==> src/rtl/sqrt_iterative.sv <==
// ---------------------------------------------------------------------------
// sqrt_iterative
//   Multi-cycle integer square root of a signed radicand using the
//   digit-by-digit restoring method, two radicand bits per clock.
//
//   Handshake: a transfer happens on a rising edge where valid and ready are
//   both high. in_ready is high only in IDLE. out_valid stays high, with root,
//   rem and err frozen, until the edge where out_ready is also high.
//
//   Parameters
//     IN_WIDTH   radicand width (even, >= 4)
//   Ports
//     clk        clock, rising edge
//     rst_n      asynchronous active-low reset
//     in_valid   radicand offered
//     in_ready   block accepts a radicand (IDLE only)
//     a          radicand, signed two's complement
//     out_valid  result held
//     out_ready  consumer accepts the result
//     root       unsigned square root (floor, or rounded, see below)
//     rem        floor remainder a - floor_root^2
//     err        negative radicand flag
//     fsm_state  debug view of the FSM state (0 IDLE, 1 CALC, 2 DONE)
//
//   Build option
//     SQRT_ROUND_EN  when defined, root is rounded to nearest
//                    (floor_root+1 when rem > floor_root); rem stays the
//                    floor remainder. Undefined: root is the floor.
// ---------------------------------------------------------------------------
module sqrt_iterative #(
    parameter int IN_WIDTH = 32
) (
    input  logic                  clk,
    input  logic                  rst_n,
    input  logic                  in_valid,
    output logic                  in_ready,
    input  logic [IN_WIDTH-1:0]   a,
    output logic                  out_valid,
    input  logic                  out_ready,
    output logic [IN_WIDTH/2-1:0] root,
    output logic [IN_WIDTH/2:0]   rem,
    output logic                  err,
    output logic [1:0]            fsm_state
);

    localparam int HALF  = IN_WIDTH / 2;
    localparam int REM_W = HALF + 2;
    localparam int CNT_W = $clog2(HALF) + 1;

    typedef enum logic [1:0] {
        IDLE = 2'd0,
        CALC = 2'd1,
        DONE = 2'd2
    } state_t;

    state_t state;
    state_t next_state;

    logic [IN_WIDTH-1:0] x;         // radicand, shifted left two bits per step
    logic [REM_W-1:0]    rem_acc;
    logic [HALF-1:0]     root_acc;
    logic [CNT_W-1:0]    cnt;

    logic                last_step;
    logic                handshake;
    logic [REM_W-1:0]    shifted;
    logic [REM_W-1:0]    subtrahend;
    logic [REM_W:0]      trial;
    logic [REM_W-1:0]    step_rem;
    logic [HALF-1:0]     step_root;
    logic [HALF:0]       rem_final;
    logic [HALF-1:0]     root_final;

    assign fsm_state = state;
    assign last_step = (cnt == CNT_W'(HALF - 1));
    assign handshake = out_valid && out_ready;

    // One restoring step. The remainder never exceeds twice the partial
    // root, so dropping the top two bits of rem_acc on the shift loses nothing.
    always_comb begin
        shifted    = {rem_acc[REM_W-3:0], x[IN_WIDTH-1 -: 2]};
        subtrahend = {root_acc, 2'b01};
        trial      = {1'b0, shifted} - {1'b0, subtrahend};
        if (trial[REM_W]) begin
            step_rem  = shifted;
            step_root = {root_acc[HALF-2:0], 1'b0};
        end else begin
            step_rem  = trial[REM_W-1:0];
            step_root = {root_acc[HALF-2:0], 1'b1};
        end
        rem_final = step_rem[HALF:0];
`ifdef SQRT_ROUND_EN
        // floor_root+1 cannot overflow: a signed radicand keeps the root
        // well below 2^HALF - 1.
        root_final = step_root + HALF'(rem_final > {1'b0, step_root});
`else
        root_final = step_root;
`endif
    end

    // State register
    always_ff @(posedge clk or negedge rst_n) begin
        if (!rst_n) state <= IDLE;
        else        state <= next_state;
    end

    // Next-state logic
    always_comb begin
        next_state = state;
        case (state)
            IDLE: begin
                if (in_valid) next_state = a[IN_WIDTH-1] ? DONE : CALC;
            end
            CALC: begin
                if (last_step) next_state = DONE;
            end
            DONE: begin
                if (handshake) next_state = IDLE;
            end
            default: next_state = IDLE;
        endcase
    end

    // Datapath and registered outputs. out_valid follows DONE by one cycle,
    // which gives the N+HALF+1 / N+1 result timing and keeps in_ready low in
    // the cycle of the output transfer.
    always_ff @(posedge clk or negedge rst_n) begin
        if (!rst_n) begin
            in_ready  <= 1'b1;
            out_valid <= 1'b0;
            root      <= '0;
            rem       <= '0;
            err       <= 1'b0;
            x         <= '0;
            rem_acc   <= '0;
            root_acc  <= '0;
            cnt       <= '0;
        end else begin
            in_ready  <= (next_state == IDLE);
            out_valid <= (state == DONE) && !handshake;
            case (state)
                IDLE: begin
                    if (in_valid) begin
                        x        <= a;
                        rem_acc  <= '0;
                        root_acc <= '0;
                        cnt      <= '0;
                        if (a[IN_WIDTH-1]) begin
                            root <= '0;
                            rem  <= '0;
                            err  <= 1'b1;
                        end
                    end
                end
                CALC: begin
                    x        <= {x[IN_WIDTH-3:0], 2'b00};
                    rem_acc  <= step_rem;
                    root_acc <= step_root;
                    cnt      <= cnt + 1'b1;
                    if (last_step) begin
                        root <= root_final;
                        rem  <= rem_final;
                        err  <= 1'b0;
                    end
                end
                default: ;
            endcase
        end
    end

endmodule

==> config.mk <==
export PLATFORM = sky130hd
export DESIGN_NAME = sqrt_iterative
export DESIGN_NICKNAME = d
export VERILOG_FILES = /design/src/rtl/sqrt_iterative.sv
export SDC_FILE = /design/constraint.sdc
export NUM_CORES = 1
export LEC_CHECK = 0
export CORE_MARGIN = 2
export CORE_UTILIZATION = 55
export CTS_BUF_LIST = sky130_fd_sc_hd__clkbuf_4 sky130_fd_sc_hd__clkbuf_8
export DETAILED_ROUTE_END_ITERATION = 10
export PLACE_DENSITY = 0.79
export SYNTH_ARGS = -nofsm -noshare
export SYNTH_HDL_FRONTEND = slang
export SYNTH_SLANG_ARGS = --single-unit
==> constraint.sdc <==
create_clock -name clk -period 5.3 [get_ports clk]
set_clock_uncertainty 0.2 [all_clocks]
set_input_delay 0.53 -clock clk [delete_from_list [all_inputs] [get_ports clk]]
set_output_delay 0.53 -clock clk [all_outputs]
set_load 0.02 [all_outputs]
==> flow_summary.html <==
<table>
<tr><th>Metric</th><th>Value</th></tr>
<tr><th colspan="2">Yosys</th></tr>
<tr><td>Dominant synthesized flop cell</td><td>sky130_fd_sc_hd__dfrtp_1</td></tr>
<tr><td>Instance count of the mapped netlist</td><td>599</td></tr>
<tr><td>Total standard cell area after synthesis</td><td>5580 sq um</td></tr>
<tr><td>Register bit total from synthesis</td><td>107</td></tr>
<tr><td>Yosys warns</td><td>0</td></tr>
<tr><td>Sequential element share of the synthesized area</td><td>48.0%</td></tr>
<tr><td>Number of distinct library cell variants in the gate-level netlist after synthesis</td><td>54</td></tr>
<tr><td>Avg Inst Size Synth</td><td>9.32 sq um</td></tr>
<tr><td>EDFF count, synth</td><td>0</td></tr>
<tr><td>Post-Synthesis Net Count</td><td>654</td></tr>
<tr><td>Ys async rst share</td><td>100%</td></tr>
<tr><th colspan="2">Placed design</th></tr>
<tr><td>HPWL after detailed placement</td><td>8.75 mm</td></tr>
<tr><td>Placer congestion estimate</td><td>0.877</td></tr>
<tr><td>Post-DP Area</td><td>6390 sq um</td></tr>
<tr><td>Number of buffers added on ports</td><td>73</td></tr>
<tr><th colspan="2">Layout</th></tr>
<tr><td>Share of final-layout standard cells stronger than drive strength 1</td><td>6.09%</td></tr>
<tr><td>Antenna cells</td><td>0</td></tr>
<tr><td>Layout Nets</td><td>707</td></tr>
<tr><td>Seq. cell area</td><td>2680 sq um</td></tr>
<tr><td>Footprint of the multi-input gates</td><td>2660 sq um</td></tr>
<tr><td>Area growth from synthesis to final layout</td><td>17.8%</td></tr>
<tr><td>Final instance area</td><td>6580 sq um</td></tr>
<tr><td># fillers</td><td>849</td></tr>
<tr><th colspan="2">Global route</th></tr>
<tr><td>Number of global-route vias before repair</td><td>4307</td></tr>
<tr><td>Wire length of the first global-routing pass</td><td>21.5 mm</td></tr>
<tr><td>Largest net degree at the start of global routing</td><td>60</td></tr>
<tr><td>Final global-route overflow total</td><td>0</td></tr>
<tr><td>Initial antenna violation count</td><td>0</td></tr>
<tr><td>Total Routing Usage GR</td><td>24.0%</td></tr>
<tr><th colspan="2">Worst setup path</th></tr>
<tr><td>Startpoint class of the critical path</td><td>flip-flop</td></tr>
<tr><td>Worst endpoint required time</td><td>5.34 ns</td></tr>
<tr><td>Critical Setup Path Class</td><td>reg2reg</td></tr>
<tr><td>Critical path capture point type</td><td>flip-flop</td></tr>
<tr><td>Peak fanout along the critical path</td><td>11</td></tr>
<tr><td>Worst reg2reg path depth</td><td>9</td></tr>
<tr><td>Data arrival time of the worst path</td><td>2.98 ns</td></tr>
<tr><th colspan="2">Power</th></tr>
<tr><td>Cell-internal power</td><td>2.10 mW</td></tr>
<tr><td>Cell leakage power</td><td>2.82 nW</td></tr>
<tr><td>Proportion of power drawn by flip-flops and latches</td><td>34.6%</td></tr>
<tr><td>Power Dens Cells</td><td>565 nW/um^2</td></tr>
<tr><td>Sw frac</td><td>43.5%</td></tr>
<tr><td>Worst IR Drop VDD</td><td>252 uV</td></tr>
<tr><td>Power share of the clock group</td><td>12.4%</td></tr>
<tr><td>Share of power burned in combinational logic</td><td>53.1%</td></tr>
<tr><td>P_sw</td><td>1.62 mW</td></tr>
<tr><th colspan="2">Route</th></tr>
<tr><td>Via count</td><td>4661</td></tr>
<tr><td>WL/cell</td><td>16.1 um</td></tr>
<tr><td>First-pass iteration count of the detailed router</td><td>4</td></tr>
<tr><td>Remaining routing DRC violations</td><td>0</td></tr>
<tr><td>Post-detailed-route count of antenna-violating nets</td><td>0</td></tr>
<tr><td>Iteration-0 DRC Markers</td><td>232</td></tr>
<tr><td>Via density</td><td>5.90</td></tr>
<tr><td>Overall routed net length</td><td>12.7 mm</td></tr>
<tr><th colspan="2">Die</th></tr>
<tr><td>Die boundary height</td><td>105 um</td></tr>
<tr><td>Number of rows in the core area</td><td>36</td></tr>
<tr><td>Core box area</td><td>9820 sq um</td></tr>
<tr><td>Starting density of the core</td><td>56.9%</td></tr>
<tr><td>Die Footprint</td><td>11000 sq um</td></tr>
<tr><td>Ports</td><td>74</td></tr>
<tr><td>Chip Width</td><td>105 um</td></tr>
<tr><th colspan="2">Timing</th></tr>
<tr><td>Minimum period implied by the final worst setup slack</td><td>2.94 ns</td></tr>
<tr><td>Max Fclk</td><td>0.340 GHz</td></tr>
<tr><td>Final count of pins violating max slew</td><td>0</td></tr>
<tr><td>Transition at the pin with the smallest max-transition slack</td><td>1.26 ns</td></tr>
<tr><td>Number of hold violations in the final report</td><td>0</td></tr>
<tr><td>Headroom to the max-slew limit</td><td>15.4%</td></tr>
<tr><td>Sum of negative setup slack</td><td>0 ns</td></tr>
<tr><td>Number of setup violations in the final report</td><td>0</td></tr>
<tr><td>Setup repair after global routing missed its margin</td><td>no</td></tr>
<tr><td>Post-route clock period utilization</td><td>55.5%</td></tr>
<tr><th colspan="2">Clock tree</th></tr>
<tr><td>Setup repair bufs after CTS</td><td>0</td></tr>
<tr><td>H-tree levels</td><td>3</td></tr>
<tr><td>Clock tree buffer depth</td><td>2</td></tr>
<tr><td>CTS-repair resized insts</td><td>0</td></tr>
<tr><td>Number of buffers added by the clock tree synthesis step</td><td>9</td></tr>
<tr><td>Sinks on the clock net</td><td>107</td></tr>
<tr><td>CTS clk-pin slew, worst paths</td><td>0.10 ns</td></tr>
<tr><td>Cell at the root of the clock tree</td><td>sky130_fd_sc_hd__clkbuf_8</td></tr>
<tr><td>Worst-skew pair later-pin latency</td><td>0.37 ns</td></tr>
<tr><td>Count of hold-fix buffers inserted at cts</td><td>1</td></tr>
<tr><td>CTS tree</td><td>built</td></tr>
<tr><th colspan="2">Job</th></tr>
<tr><td>Number of maximum-capacitance constraint violations</td><td>0</td></tr>
<tr><th colspan="2">Worst hold path</th></tr>
<tr><td>Min-Delay Path Class</td><td>reg2reg</td></tr>
<tr><td>Worst hold path cell count</td><td>2</td></tr>
<tr><th colspan="2">Status</th></tr>
<tr><td>Run status</td><td>complete, no violations</td></tr>
</table>
layout by cell type (no fill, tap or decap), types with 6 or more instances in the layout:
| cell type | count |
|---|---|
| sky130_fd_sc_hd__o21ai_1 | 17 |
| sky130_fd_sc_hd__nor2_1 | 16 |
| sky130_fd_sc_hd__ha_1 | 19 |
| sky130_fd_sc_hd__nand2_1 | 87 |
| sky130_fd_sc_hd__clkbuf_8 | 10 |
| sky130_fd_sc_hd__o31ai_1 | 29 |
| sky130_fd_sc_hd__a21o_1 | 8 |
| sky130_fd_sc_hd__buf_4 | 10 |
| sky130_fd_sc_hd__inv_1 | 24 |
| sky130_fd_sc_hd__clkdlybuf4s50_1 | 72 |
| sky130_fd_sc_hd__a21oi_1 | 48 |
| sky130_fd_sc_hd__mux2i_1 | 10 |
| sky130_fd_sc_hd__xnor2_1 | 7 |
| sky130_fd_sc_hd__a22o_1 | 6 |
| sky130_fd_sc_hd__dfrtp_1 | 106 |
| sky130_fd_sc_hd__nor2b_1 | 32 |
| sky130_fd_sc_hd__o21ai_0 | 55 |
| sky130_fd_sc_hd__a22oi_1 | 33 |
final cells by class:
cell class	instances	share of cell area [%]
Clock inverter	4	0.399
Inverter	24	1.37
Clock buffer	12	2.32
Multi-Input combinational cell	427	40.4
Tap cell	133	2.53
Timing Repair Buffer	83	12.3
Sequential cell	107	40.7
per-layer routing:
layer,wire length (um),vias up,global-route usage [%]
li1,-,2235,-
met5,0,-,0
met1,6130,2285,36.8
met3,516,15,2.81
met4,157,0,7.90
met2,5880,126,35.5
per-stage QoR:
stage               hold WS (ns)  power [mW]  cells  utilization, %  setup slack (ns)
CTS                        0.286        3.71    790            67.0              2.35
detailed placement         0.266        3.24    773            65.1              2.16
finish                     0.278        3.71    790            67.0              2.36
floorplan                 0.0344        2.71    599               -              2.73
global placement           0.259        3.18    773            65.1              2.25
global route               0.308        3.99    790            67.0              2.13
flip-flops by register name, indices dropped and copies added, names as in the netlist:
register	count
rem_acc	16
out_valid	1
fsm_state	2
cnt	5
x	32
err	1
root	16
rem	17
root_acc	16
in_ready	1
worst max-delay path, stage by stage, from the launching register on:
cell and delay [ns]:
sky130_fd_sc_hd__dfrtp_1 0.41, sky130_fd_sc_hd__inv_1 0.11, sky130_fd_sc_hd__ha_1 0.24, sky130_fd_sc_hd__and2b_1 0.23, sky130_fd_sc_hd__o2111ai_2 0.18, sky130_fd_sc_hd__a2111oi_4 0.47, sky130_fd_sc_hd__o21ai_2 0.19, sky130_fd_sc_hd__nand2_2 0.34
sky130_fd_sc_hd__mux2i_1 0.33, sky130_fd_sc_hd__o31ai_1 0.10
power groups by stage:
stage / combinational [mW] / clock [mW] / sequential (mW)
6_report: 1.97 / 0.459 / 1.28
5_1_grt: 2.18 / 0.498 / 1.32
4_1_cts: 1.96 / 0.470 / 1.28
3_5_place_dp: 1.95 / 0 / 1.29
3_3_place_gp: 1.90 / 0 / 1.28
2_1_floorplan: 1.39 / 0 / 1.32
cell usage after synthesis, drive strengths merged (9+ instances only):
master    n  area [sq um]
dfrtp   106          2650
nand2    88           333
o21ai    73           369
a21oi    49           249
clkbuf   36           135
nor2b    34           213
a22oi    33           248
o31ai    29           218
inv      24          90.1
ha       19           238
nor2     16          60.1
mux2i    10           100
a21o      9          67.6
final timing paths:
check	startpoint	endpoint	slack [ns]
setup / recovery	x[30]	rem[4]	2.36
hold / removal	root[6]	root[6]	0.28
setup reg to reg	x[30]	rem[4]	2.36
hold reg to reg	root[6]	root[6]	0.28
max in group asynchronous	rst_n	cnt[0]	3.21
min in group asynchronous	rst_n	root[7]	0.53
kinds of logic (layout without fill, tap and decap cells):
family | after synthesis | after routing | synth area share [%]
buf+inv | 65 | 123 | 4.66
fa+ha+maj | 19 | 19 | 4.26
mux | 10 | 10 | 1.79
compound gates | 226 | 226 | 26.2
flops | 107 | 107 | 48.0
simple gates | 161 | 161 | 13.4
xor+xnor | 11 | 11 | 1.73
Note: power is estimated with default switching activity, not from simulation.
